<file path="src/rtl/mul_datapath.sv">
// mul_datapath: datapath for the repeated-addition multiplier.
//   Holds multiplicand A, down-counter B and accumulator P, reports eqz to the
//   controller, and captures the product on the rising edge of the controller's
//   completion flag. The captured result is offered on a valid/ready handshake.
// Ports:
//   clk, rst            rising-edge clock, asynchronous active-high reset
//   data_in [W]         shared operand bus, sampled by lda/ldb
//   lda, ldb            load A / load B from data_in
//   ldp, clrp           accumulate P += A / clear P and ovf (clrp wins)
//   decb                decrement B (saturates at 0)
//   flag                controller completion level
//   eqz                 B == 0, combinational
//   product [PW]        captured result
//   ovf                 sticky accumulator carry-out
//   result_valid        product holds an unconsumed result
//   result_ready        consumer accepts product
module mul_datapath #(
  parameter int W  = 8,
  parameter int PW = 16
) (
  input  logic          clk,
  input  logic          rst,
  input  logic [W-1:0]  data_in,
  input  logic          lda,
  input  logic          ldb,
  input  logic          ldp,
  input  logic          clrp,
  input  logic          decb,
  input  logic          flag,
  output logic          eqz,
  output logic [PW-1:0] product,
  output logic          ovf,
  output logic          result_valid,
  input  logic          result_ready
);

  logic [W-1:0]  r_a;
  logic [W-1:0]  r_b;
  logic [PW-1:0] r_p;
  logic [PW-1:0] r_product;
  logic          r_ovf;
  logic          r_valid;
  logic          r_flag_d;

  logic          w_eqz;
  logic [PW:0]   w_sum;
  logic          w_rise;

  assign w_eqz  = (r_b == '0);
  // One extra bit on the adder exposes the carry out of bit PW-1.
  assign w_sum  = {1'b0, r_p} + (PW+1)'(r_a);
  assign w_rise = flag & ~r_flag_d;

  always_ff @(posedge clk or posedge rst) begin
    if (rst) begin
      r_a <= '0;
    end else if (lda) begin
      r_a <= data_in;
    end
  end

  always_ff @(posedge clk or posedge rst) begin
    if (rst) begin
      r_b <= '0;
    end else if (ldb) begin
      r_b <= data_in;
    end else if (decb && !w_eqz) begin
      r_b <= r_b - 1'b1;
    end
  end

  // ldp shares the B != 0 gate with decb so the controller's extra strobe
  // cycle after eqz rises does not add one more A.
  always_ff @(posedge clk or posedge rst) begin
    if (rst) begin
      r_p   <= '0;
      r_ovf <= 1'b0;
    end else if (clrp) begin
      r_p   <= '0;
      r_ovf <= 1'b0;
    end else if (ldp && !w_eqz) begin
      r_p <= w_sum[PW-1:0];
      if (w_sum[PW]) begin
        r_ovf <= 1'b1;
      end
    end
  end

  // Capture on the flag's rising edge takes precedence over a consuming ready.
  always_ff @(posedge clk or posedge rst) begin
    if (rst) begin
      r_flag_d  <= 1'b0;
      r_product <= '0;
      r_valid   <= 1'b0;
    end else begin
      r_flag_d <= flag;
      if (w_rise) begin
        r_product <= r_p;
        r_valid   <= 1'b1;
      end else if (r_valid && result_ready) begin
        r_valid <= 1'b0;
      end
    end
  end

  assign eqz          = w_eqz;
  assign product      = r_product;
  assign ovf          = r_ovf;
  assign result_valid = r_valid;

endmodule

</file>
<file path="config.mk">
export PLATFORM = sky130hd
export DESIGN_NAME = mul_datapath
export DESIGN_NICKNAME = d
export VERILOG_FILES = /design/src/rtl/mul_datapath.sv
export SDC_FILE = /design/constraint.sdc
export NUM_CORES = 1
export LEC_CHECK = 0
export CORE_ASPECT_RATIO = 0.8
export CORE_MARGIN = 2
export CORE_UTILIZATION = 45
export CTS_CLUSTER_SIZE = 28
export DETAILED_ROUTE_END_ITERATION = 6
export PLACE_DENSITY = 0.79
export SLEW_MARGIN = 20
export SYNTH_ARGS = -nofsm -noshare
export SYNTH_HDL_FRONTEND = slang
export SYNTH_SLANG_ARGS = --single-unit
</file>
<file path="constraint.sdc">
create_clock -name clk -period 5.94 [get_ports clk]
set_clock_uncertainty 0.2 [all_clocks]
set_input_delay 0.594 -clock clk [delete_from_list [all_inputs] [get_ports clk]]
set_output_delay 0.594 -clock clk [all_outputs]
set_load 0.01 [all_outputs]
</file>
# Word level (Yosys, flattened, before mapping)
# Cells that the tools add are included.
# totals
ff_bits	51
output_inout_bits	19
wordCells	30
# classes
add_sub_neg	2
mux	9
bitwise	2
reduce_logical	10
# op_table
cell	n
2-to-1 mux 16 bit	2
adder 16 x 8 -> 17 bit	1
2-to-1 mux 8 bit	2
zero test 8 bit	1
nonzero test 2 bit	4
subtractor 8 x 1 -> 8 bit, second input constant	1
2-to-1 mux 1 bit	5
logical AND 1 bit	3
AND reduction 2 bit	1
bitwise AND 1 bit	1
zero test 1 bit	1
inverter 1 bit	1

# Longest topological paths before layout
# Gate-level depths: netlist (run 1).
# depth
word_depth	5
depth_mapped	8

# Least setup slack after synthesis (run 1)
# OpenSTA, ideal clock, no wires.
# synth_path
kind	register to register
startpoint	register r_p[0]
endpoint	register r_p[14]
arrival_ns	2.031
required_ns	5.662
path_slack_ns	3.631
path_stages_with_launch	9
path_cell_list	dfrtp_1 ha_1 inv_1 fa_1 nand2b_1 a211oi_2 nor3_2 or4_1 a21oi_1
# synth_between
elab_chain_len	3
# synth_rtl
item	line_no	text
from (decl)	39	logic [PW-1:0] r_p;
from (signal assigned)	82	r_p <= w_sum[PW-1:0];
adder 16 x 8 -> 17 bit	51	assign w_sum = {1'b0, r_p} + (PW+1)'(r_a);
2-to-1 mux 16 bit	81	end else if (ldp && !w_eqz) begin
2-to-1 mux 16 bit	78	end else if (clrp) begin
# No other way between the ends. The select of a mux whose other input is x is not followed.
# A chain may end at the register's enable or synchronous reset.

# Worst setup path in the final report (run 1)
# layout_path
startpoint	register r_b[0]
endpoint	output eqz
# layout_between
elab_chain_len	1
# layout_rtl
item	line_no	text
from (decl)	38	logic [W-1:0] r_b;
from (signal assigned)	66	r_b <= data_in;
from (signal assigned)	68	r_b <= r_b - 1'b1;
zero test 8 bit	49	assign w_eqz = (r_b == '0);
to (decl)	30	output logic eqz,
# No other way between the ends.

==> results of run 1 <==
-- cell families after synthesis --
family / count (synthesis) / synth area share
compound gates: 52 / 0.128
xor+xnor: 8 / 0.0275
fa+ha+maj: 11 / 0.0569
buf+inv: 17 / 0.0265
flops: 51 / 0.500
mux: 25 / 0.110
simple gates: 72 / 0.151
-- power groups by stage --
stage	sequential [mW]	clock, mW	combinational [mW]
2_1_floorplan	0.410	0	0.118
5_1_grt	0.408	0.242	0.208
3_3_place_gp	0.409	0	0.179
6_report	0.403	0.221	0.186
4_1_cts	0.403	0.226	0.187
3_5_place_dp	0.410	0	0.185
-- worst max-delay path, cell delays in order (launching register included) --
cell and delay [ns]:
dfrtp_1 0.38, inv_1 0.11, ha_1 0.18, nor3b_1 0.43, nand2_1 0.32, inv_1 0.11, clkdlybuf4s50_1 0.53
-- state kept, by name, indices dropped and copies added (netlist names) --
| register | cells |
|---|---|
| product | 16 |
| r_b | 8 |
| r_a | 8 |
| result_valid | 1 |
| r_flag_d | 1 |
| ovf | 1 |
| r_p | 16 |
-- metrics by stage --
stage / cells / hold slack (ns) / setup slack, ns
6_report: 350 / 0.290 / 2.77
5_1_grt: 350 / 0.313 / 2.63
4_1_cts: 350 / 0.294 / 2.76
3_5_place_dp: 342 / 0.272 / 2.98
3_3_place_gp: 342 / 0.263 / 3.05
2_1_floorplan: 236 / 0.287 / 3.63
-- placed cells by master, fill, tap and decap left out, drive strengths merged, types with 3 or more instances in the layout --
cell | Yosys | final
xor2 | 7 | 7
ha | 10 | 10
clkbuf | 4 | 8
inv | 9 | 8
dfrtp | 51 | 51
a211oi | 4 | 4
or3 | 5 | 5
or4 | 3 | 3
nand3 | 13 | 13
clkdlybuf4s50 | 0 | 35
nand4 | 3 | 3
a21oi | 18 | 18
o21ai | 15 | 15
a21o | 3 | 3
nand2b | 3 | 3
mux2 | 24 | 24
nor2 | 10 | 10
nand2 | 23 | 23
-- area by class of cell --
cell class,instances,area share
clock buffers,8,0.0325
inverters,9,0.0114
multi-input cells,168,0.393
flip-flops and latches,51,0.415
well taps,78,0.0317
repair buffers,36,0.116
-- layer usage --
metal | vias up | share of wire | global-route usage
met5 | - | 0 | 0
met2 | 45 | 0.46 | 0.288
li1 | 919 | - | -
met4 | 0 | 0.014 | 0.0556
met3 | 6 | 0.045 | 0.0449
met1 | 912 | 0.48 | 0.257
-- worst max path at each step --
stage / startpoint / endpoint / slack, ns / depth (start not counted)
floorplan: r_p[0]$_DFFE_PP0P_ / r_p[14]$_DFFE_PP0P_ / 3.63 / 8
global placement: ldp / r_p[14]$_DFFE_PP0P_ / 3.05 / 5
detailed placement: ldp / r_p[14]$_DFFE_PP0P_ / 2.98 / 5
CTS: r_b[0]$_DFFE_PP0P_ / eqz / 2.76 / 6
global route: r_b[0]$_DFFE_PP0P_ / eqz / 2.63 / 6
finish: r_b[0]$_DFFE_PP0P_ / eqz / 2.77 / 6
==> results by group, run 1 <==
Status
  • Status: finished clean

Synth
  • Synth cell types: 45
  • Ys Warns: 0
  • Most numerous cell in the Yosys netlist: dfrtp_1
  • Sequential area share after synthesis: 0.500
  • Cell taking the most area after synthesis: dfrtp_1
  • Cells after Synth: 236
  • Synth top cells by count: dfrtp_1 (51), mux2_2 (24), nand2_1 (23), a21oi_1 (18), o21ai_0 (14)
  • Main synth FF type: dfrtp_1
  • Number of synthesized flops with an enable pin: 0
  • Syn avg cell area: 10.8 um^2
  • Flip-flop and latch count after synthesis: 51
  • Top post-synthesis cells by area: dfrtp_1 (50%), mux2_2 (11%), ha_1 (4.9%), a21oi_1 (3.5%), nand2_1 (3.4%)
  • Synth Cell Area: 2550 um^2
  • Share of the synthesized area in the top cell type: 0.500
  • Mapped Nets: 264
  • FFs w/ async S/R, synth: 1.00

Cells and area
  • Fin area: 3080 um^2
  • Final core area utilization: 0.563
  • Ant diodes: 0
  • Area growth syn-to-layout: 20.5%
  • Share of layout cells above drive strength 1: 0.151
  • Seq. cell area: 1280 um^2
  • Layout net count: 299
  • Fillers: 477
  • Multi-input gate area: 1210 um^2

Floorplan
  • Starting Density: 0.467
  • Placeable Area: 5470 um^2
  • Die width: 88.2 um
  • IO Count: 36
  • Die Area: 6290 um^2
  • Rows: 24
  • DIE HEIGHT: 71.4 um

Timing
  • Peak Freq: 316 MHz
  • Final-report hold violation count: 0
  • Setup violations, final: 0
  • RSZ-0062 raised after global routing: false
  • Min Tclk post-route: 3.17 ns
  • Slew margin rel.: 0.425
  • Final Cycle Share: 0.533
  • Setup_tns: 0 ns
  • Final max-slew violation count: 0
  • Worst Tran Pin Value: 0.861 ns

Setup path
  • Worst path required time: 5.15 ns
  • RR Startpoint: r_b[0]$_DFFE_PP0P_
  • CP Class: flop to output pin
  • R2r endpoint: r_p[14]$_DFFE_PP0P_
  • Crit Path Max Fanout: 9
  • Worst setup EP type: output pin
  • CP arrival: 2.37 ns
  • Crit start category: flop
  • Depth of the most critical reg-to-reg path: 7
  • Reg-to-reg setup timing slack: 3.27 ns

Detailed routing
  • Vias per cell: 5.38
  • Drc violations: 0
  • Routed WL: 5.27 mm
  • Wire per inst: 15.0 um
  • First-pass DRT Iterations: 4
  • Drt initial violations: 104
  • DR vias: 1882
  • Post-DRT Antenna Nets: 0

Pwr
  • Logic gate share of total power: 0.230
  • Leakage: 1.33 nW
  • Cell Int Power: 0.575 mW
  • Clk network pwr share: 0.273
  • P_sw: 0.236 mW
  • Net Sw Frac: 0.291
  • P per Cell Area: 264 nW/um^2
  • Worst vdd ir: 154 uV
  • Total Power: 0.811 mW
  • Sequential power share: 0.497

GRT
  • Grt ovf: 0
  • Global-route wire length before repair: 8.96 mm
  • Largest net degree at the start of global routing: 52
  • GRT Total Usage: 0.184
  • Vias in the first global route: 1905
  • Initial antenna violation count: 0

Clock network
  • Post_cts resized: 0
  • Skew-Pair Late Insertion Delay: 0.31 ns
  • Max Buffers Root-to-Sink: 2
  • H-tree depth: 2
  • CTS tree: yes
  • Number of CTS-inserted buffers: 5
  • Clock sink total: 51
  • Setup Fix Bufs, Post-CTS: 0
  • Cts hold-fix bufs: 0
  • Root Buffer: clkbuf_8
  • Clock transition at path regs: 0.09 ns

Job
  • Max Cap Violations: 0

Place
  • Placed Area: 2970 um^2
  • Placer Congestion: 0.829
  • DPL Wire Length: 3.78 mm
  • PortBufs: 35

Min path
  • Worst min-delay path class: flop to flop
  • WHS Endpoint: result_valid$_DFFE_PP0P_
  • HP Start: result_valid$_DFFE_PP0P_
  • Hold path depth: 1
Power figures use the tool's default switching activity.
==> inputs of run 2 (changes only) <==
- PLACE_DENSITY: 0.79 -> 0.81
- clock period: 5.94 -> 2.85 ns (I/O delays scaled with it)
==> run 2 against run 1 <==
Compared with the run above: clock power up 100%; register-to-register slack worse by 3.0 ns; die area unchanged; worst hold slack worse by 0.15 ns; critical endpoint unchanged.
==> results by group, run 2 (synthesized netlist as in run 1, its figures left out) <==
Status
  • Status: finished clean

Detailed routing
  • Drt initial violations: 109
  • Vias per cell: 5.47
  • Met2 WL post-DR: 2.61 mm
  • Met3 routed WL: 263 um
  • Routed WL: 5.41 mm
  • WL met1: 2.50 mm
  • First-pass DRT Iterations: 4
  • Wire per inst: 15.3 um
  • Highest routed layer: met4
  • DR vias: 1930
  • Drc violations: 0
  • Post-DRT Antenna Nets: 0

Timing
  • Peak Freq: 378 MHz
  • Setup_tns: 0 ns
  • Final worst slack: 0.206 ns
  • Final-report hold violation count: 0
  • Setup violations, final: 0
  • Final Cycle Share: 0.928
  • Min Tclk post-route: 2.64 ns
  • RSZ-0062 raised after global routing: false
  • Final max-slew violation count: 0
  • Worst Tran Pin Value: 0.555 ns
  • Slew margin rel.: 0.629

Floorplan
  • Rows: 24
  • Die width: 88.2 um
  • DIE HEIGHT: 71.4 um
  • Die Area: 6290 um^2
  • Starting Density: 0.467
  • Placeable Area: 5470 um^2
  • IO Count: 36

Setup path
  • Worst setup EP type: output pin
  • Worst Path Buf+Inv: 3
  • CP Class: flop to output pin
  • Reg-to-reg setup timing slack: 0.24 ns
  • Critical path's largest stage delay: 0.53 ns
  • CP endpoint: eqz
  • First element of the critical path: r_b[0]$_DFFE_PP0P_
  • Crit start category: flop
  • RR Startpoint: r_p[0]$_DFFE_PP0P_
  • Worst path required time: 2.37 ns
  • Worst path top cell family by delay: buffers and inverters
  • R2r endpoint: r_p[14]$_DFFE_PP0P_
  • Crit Path Max Fanout: 9
  • Cell mode on critical path: inv_1
  • Critical path's slowest cell: clkdlybuf4s50_1
  • Depth of the most critical reg-to-reg path: 8
  • CP arrival: 2.16 ns
  • Cell Chain, Critical Path: inv_1 > ha_1 > nor3b_2 > nand2_1 > inv_1 > clkdlybuf4s50_1
  • Levels on crit path: 6

Pwr
  • Sequential power share: 0.499
  • P_sw: 0.508 mW
  • Clk network pwr share: 0.267
  • Logic gate share of total power: 0.234
  • Net Sw Frac: 0.301
  • Leakage: 1.35 nW
  • P per Cell Area: 543 nW/um^2
  • Cell Int Power: 1.18 mW
  • Worst vdd ir: 251 uV

Cells and area
  • Most common cell after layout, fill and taps aside: dfrtp_1
  • Final core area utilization: 0.570
  • Area growth syn-to-layout: 22.0%
  • Share of layout cells above drive strength 1: 0.167
  • Ant diodes: 0
  • Non-Filler Instances: 353
  • Most frequent cells in the layout: dfrtp_1 (51), clkdlybuf4s50_1 (35), mux2_2 (24)
  • Layout net count: 302

Clock network
  • Max Buffers Root-to-Sink: 2
  • Skew-Pair Late Insertion Delay: 0.31 ns
  • CTS tree: yes
  • Clock transition at path regs: 0.10 ns
  • H-tree depth: 2
  • Root Buffer: clkbuf_8
  • Setup Fix Bufs, Post-CTS: 0
  • Number of CTS-inserted buffers: 5
  • Clock sink total: 51

Job
  • Max Cap Violations: 0

Place
  • PortBufs: 35
  • DPL Wire Length: 3.95 mm
  • Inst Count DP: 345
  • Placer Congestion: 0.851
  • Pre-CTS setup slack: 0.282 ns

GRT
  • Initial antenna violation count: 0
  • GRT Total Usage: 0.187
  • Global-route wire length before repair: 9.24 mm
  • Grt ovf: 0
  • Vias in the first global route: 1980
  • Largest net degree at the start of global routing: 27

Min path
  • Worst min-delay path class: input pin to asynchronous set/reset pin
==> run 2: timing repair <==
item                                    in CTS  in global routing
hold buffers                                 0                  0
gates resized for setup                      0                  1
endpoints found under the setup margin       0                  1
==> run 2: worst min-delay path by stage <==
| stage | startpoint | to | slack (ns) | cells past startpoint |
|---|---|---|---|---|
| after CTS | rst | product[12]$_DFFE_PP0P_ | 0.17 | 2 |
| after global placement | result_valid$_DFFE_PP0P_ | result_valid$_DFFE_PP0P_ | 0.26 | 1 |
| after global routing | rst | product[12]$_DFFE_PP0P_ | 0.19 | 2 |
| after floorplan | flag | r_flag_d$_DFF_PP0_ | 0.12 | 0 |
| after detailed placement | result_valid$_DFFE_PP0P_ | result_valid$_DFFE_PP0P_ | 0.27 | 1 |
| final | rst | product[15]$_DFFE_PP0P_ | 0.14 | 2 |
==> run 2: power by group through the flow <==
stage	clock (mW)	combinational, mW	sequential, mW
floorplan	0	0.245	0.855
global placement	0	0.378	0.852
detailed placement	0	0.390	0.857
CTS	0.460	0.396	0.843
global route	0.494	0.441	0.852
finish	0.451	0.395	0.843
==> run 2: stage by stage <==
| step | cell area (um^2) | power (mW) | hold slack [ns] |
|---|---|---|---|
| 2_1_floorplan | 2550 | 1.10 | 0.116 |
| 3_3_place_gp | 3010 | 1.23 | 0.264 |
| 3_5_place_dp | 3010 | 1.25 | 0.272 |
| 4_1_cts | 3110 | 1.70 | 0.169 |
| 5_1_grt | 3110 | 1.79 | 0.192 |
| 6_report | 3110 | 1.69 | 0.141 |
==> run 2: cell type report <==
cell class,count,area (um^2)
Fill cell,487,2350
Sequential cell,51,1280
Multi-Input combinational cell,168,1210
Timing Repair Buffer,39,393
Tap cell,78,97.6
Clock buffer,6,82.6
Inverter,9,33.8
Clock inverter,2,16.3
==> run 2: metal layers <==
layer | vias up | track usage
li1 | 921 | -
met1 | 941 | 0.259
met2 | 62 | 0.302
met3 | 6 | 0.0380
met4 | 0 | 0.0539
met5 | - | 0
==> inputs of run 3 (changes only) <==
--- a/config.mk
+++ b/config.mk
@@ -11,6 +11,5 @@
 export CTS_CLUSTER_SIZE = 28
 export DETAILED_ROUTE_END_ITERATION = 6
-export PLACE_DENSITY = 0.81
-export SLEW_MARGIN = 20
+export PLACE_DENSITY = 0.79
 export SYNTH_ARGS = -nofsm -noshare
 export SYNTH_HDL_FRONTEND = slang
==> constraint.sdc (replaced) <==
create_clock -name clk -period 3.2 [get_ports clk]
set_clock_uncertainty 0.2 [all_clocks]
set_input_delay 0.32 -clock clk [delete_from_list [all_inputs] [get_ports clk]]
set_output_delay 0.32 -clock clk [all_outputs]
set_load 0.005 [all_outputs]
==> run 3 against run 2 <==
Compared with the run above: first-iteration DRC count down 10%; critical path depth unchanged; non-clock buffer count unchanged; critical endpoint unchanged; highest routed layer unchanged.
==> results by group, run 3 (synthesized netlist as in run 1, its figures left out) <==
Clock network
  • Setup Fix Bufs, Post-CTS: 0
  • CTS tree: yes
  • Root Buffer: clkbuf_8
  • Clock sink total: 51
  • Post_cts resized: 0
  • Cts hold-fix bufs: 0
  • Skew-Pair Late Insertion Delay: 0.31 ns
  • H-tree depth: 2
  • Number of CTS-inserted buffers: 5
  • Max Buffers Root-to-Sink: 2
  • Clock transition at path regs: 0.09 ns

GRT
  • Grt ovf: 0
  • Largest net degree at the start of global routing: 52
  • Global-route wire length before repair: 8.69 mm
  • Vias in the first global route: 1822
  • Met2 GRT Util: 0.275
  • Busiest grt layer: met2
  • Grt met1 use: 0.251
  • Initial antenna violation count: 0
  • Met3 Resource Use GR: 0.0426
  • GRT Total Usage: 0.180

Setup path
  • CP Class: flop to output pin
  • Crit start category: flop
  • R2r endpoint: r_p[14]$_DFFE_PP0P_
  • Reg-to-reg setup timing slack: 0.66 ns
  • Depth of the most critical reg-to-reg path: 8
  • Worst path top cell family by delay: buffers and inverters
  • Worst setup EP type: output pin
  • RR Startpoint: r_p[0]$_DFFE_PP0P_
  • Critical path's slowest cell: clkdlybuf4s50_1
  • Crit Path Max Fanout: 9
  • Critical path's largest stage delay: 0.50 ns
  • Cell mode on critical path: inv_1
  • Cell Chain, Critical Path: inv_1 > ha_1 > nor3b_1 > nand2_1 > inv_1 > clkdlybuf4s50_1
  • CP arrival: 2.23 ns
  • Worst path required time: 2.68 ns
  • Worst Path Buf+Inv: 3

Pwr
  • Leakage: 1.34 nW
  • Worst vdd ir: 284 uV
  • P per Cell Area: 475 nW/um^2

Timing
  • Min Tclk post-route: 2.75 ns
  • Setup violations, final: 0
  • Final max-slew violation count: 0
  • Setup_tns: 0 ns
  • Final worst slack: 0.449 ns
  • Final Cycle Share: 0.860
  • Final-report hold violation count: 0
  • Worst Tran Pin Value: 0.639 ns
  • RSZ-0062 raised after global routing: false
  • Slew margin rel.: 0.574
  • Peak Freq: 364 MHz

Cells and area
  • Multi-input gate area: 1210 um^2
  • Share of layout cells above drive strength 1: 0.161
  • Final core area utilization: 0.564
  • Seq. cell area: 1280 um^2
  • Ant diodes: 0
  • Layout net count: 302
  • Fillers: 505
  • Area growth syn-to-layout: 20.8%
  • Most common cell after layout, fill and taps aside: dfrtp_1
  • Most frequent cells in the layout: dfrtp_1 (51), clkdlybuf4s50_1 (35), mux2_2 (24)

Place
  • Pre-CTS setup slack: 0.713 ns
  • Placer Congestion: 0.852
  • DPL Wire Length: 3.73 mm
  • PortBufs: 35

Detailed routing
  • Wire per inst: 14.7 um
  • Post-DRT Antenna Nets: 0
  • DR vias: 1897
  • Drc violations: 0
  • Routed WL: 5.17 mm
  • Drt initial violations: 98
  • Vias per cell: 5.39
  • First-pass DRT Iterations: 4

Floorplan
  • IO Count: 36
  • Die width: 88.2 um
  • DIE HEIGHT: 71.4 um
  • Die Area: 6290 um^2
  • Starting Density: 0.467
  • Placeable Area: 5470 um^2
  • Rows: 24

Min path
  • Hold path depth: 1
  • Worst min-delay path class: input pin to flop
  • HP Start: flag
  • WHS Endpoint: r_flag_d$_DFF_PP0_

Status
  • Status: finished clean

Job
  • Max Cap Violations: 0
## run 3: layer usage
metal  share of wire  routed length (um)
met5               0                   0
met4           0.025                 129
met3           0.047                 242
met2            0.45                2350
met1            0.47                2450
## run 3: final cells by class
| type | count | area share |
|---|---|---|
| Clock inverter | 1 | 0.00162 |
| Tap cell | 78 | 0.0316 |
| Sequential cell | 51 | 0.414 |
| Clock buffer | 6 | 0.0268 |
| Inverter | 9 | 0.0110 |
| Timing Repair Buffer | 39 | 0.123 |
| Multi-Input combinational cell | 168 | 0.392 |
## run 3: power breakdown
group          leakage (nW)  switching, mW  total [mW]  internal [mW]
clock                0.0470          0.208       0.378          0.170
sequential            0.664         0.0455       0.749          0.703
combinational         0.633          0.169       0.338          0.169
total                  1.34          0.423        1.46           1.04
## run 3: worst max path at each step
stage / from / slack (ns) / to / cells past startpoint
after floorplan: r_p[0]$_DFFE_PP0P_ / 0.89 / r_p[14]$_DFFE_PP0P_ / 8
after global placement: r_p[0]$_DFFE_PP0P_ / 0.79 / r_p[14]$_DFFE_PP0P_ / 8
after detailed placement: r_p[0]$_DFFE_PP0P_ / 0.71 / r_p[14]$_DFFE_PP0P_ / 8
after CTS: r_b[0]$_DFFE_PP0P_ / 0.44 / eqz / 6
after global routing: r_b[0]$_DFFE_PP0P_ / 0.22 / eqz / 6
final: r_b[0]$_DFFE_PP0P_ / 0.45 / eqz / 6
## run 3: stage by stage
stage / hold slack [ns] / total power [mW] / instance area (um^2) / instances
2_1_floorplan: 0.151 / 0.971 / 2550 / 236
3_3_place_gp: 0.263 / 1.09 / 3000 / 345
3_5_place_dp: 0.268 / 1.10 / 3000 / 345
4_1_cts: 0.280 / 1.48 / 3080 / 352
5_1_grt: 0.285 / 1.54 / 3080 / 352
6_report: 0.281 / 1.46 / 3080 / 352
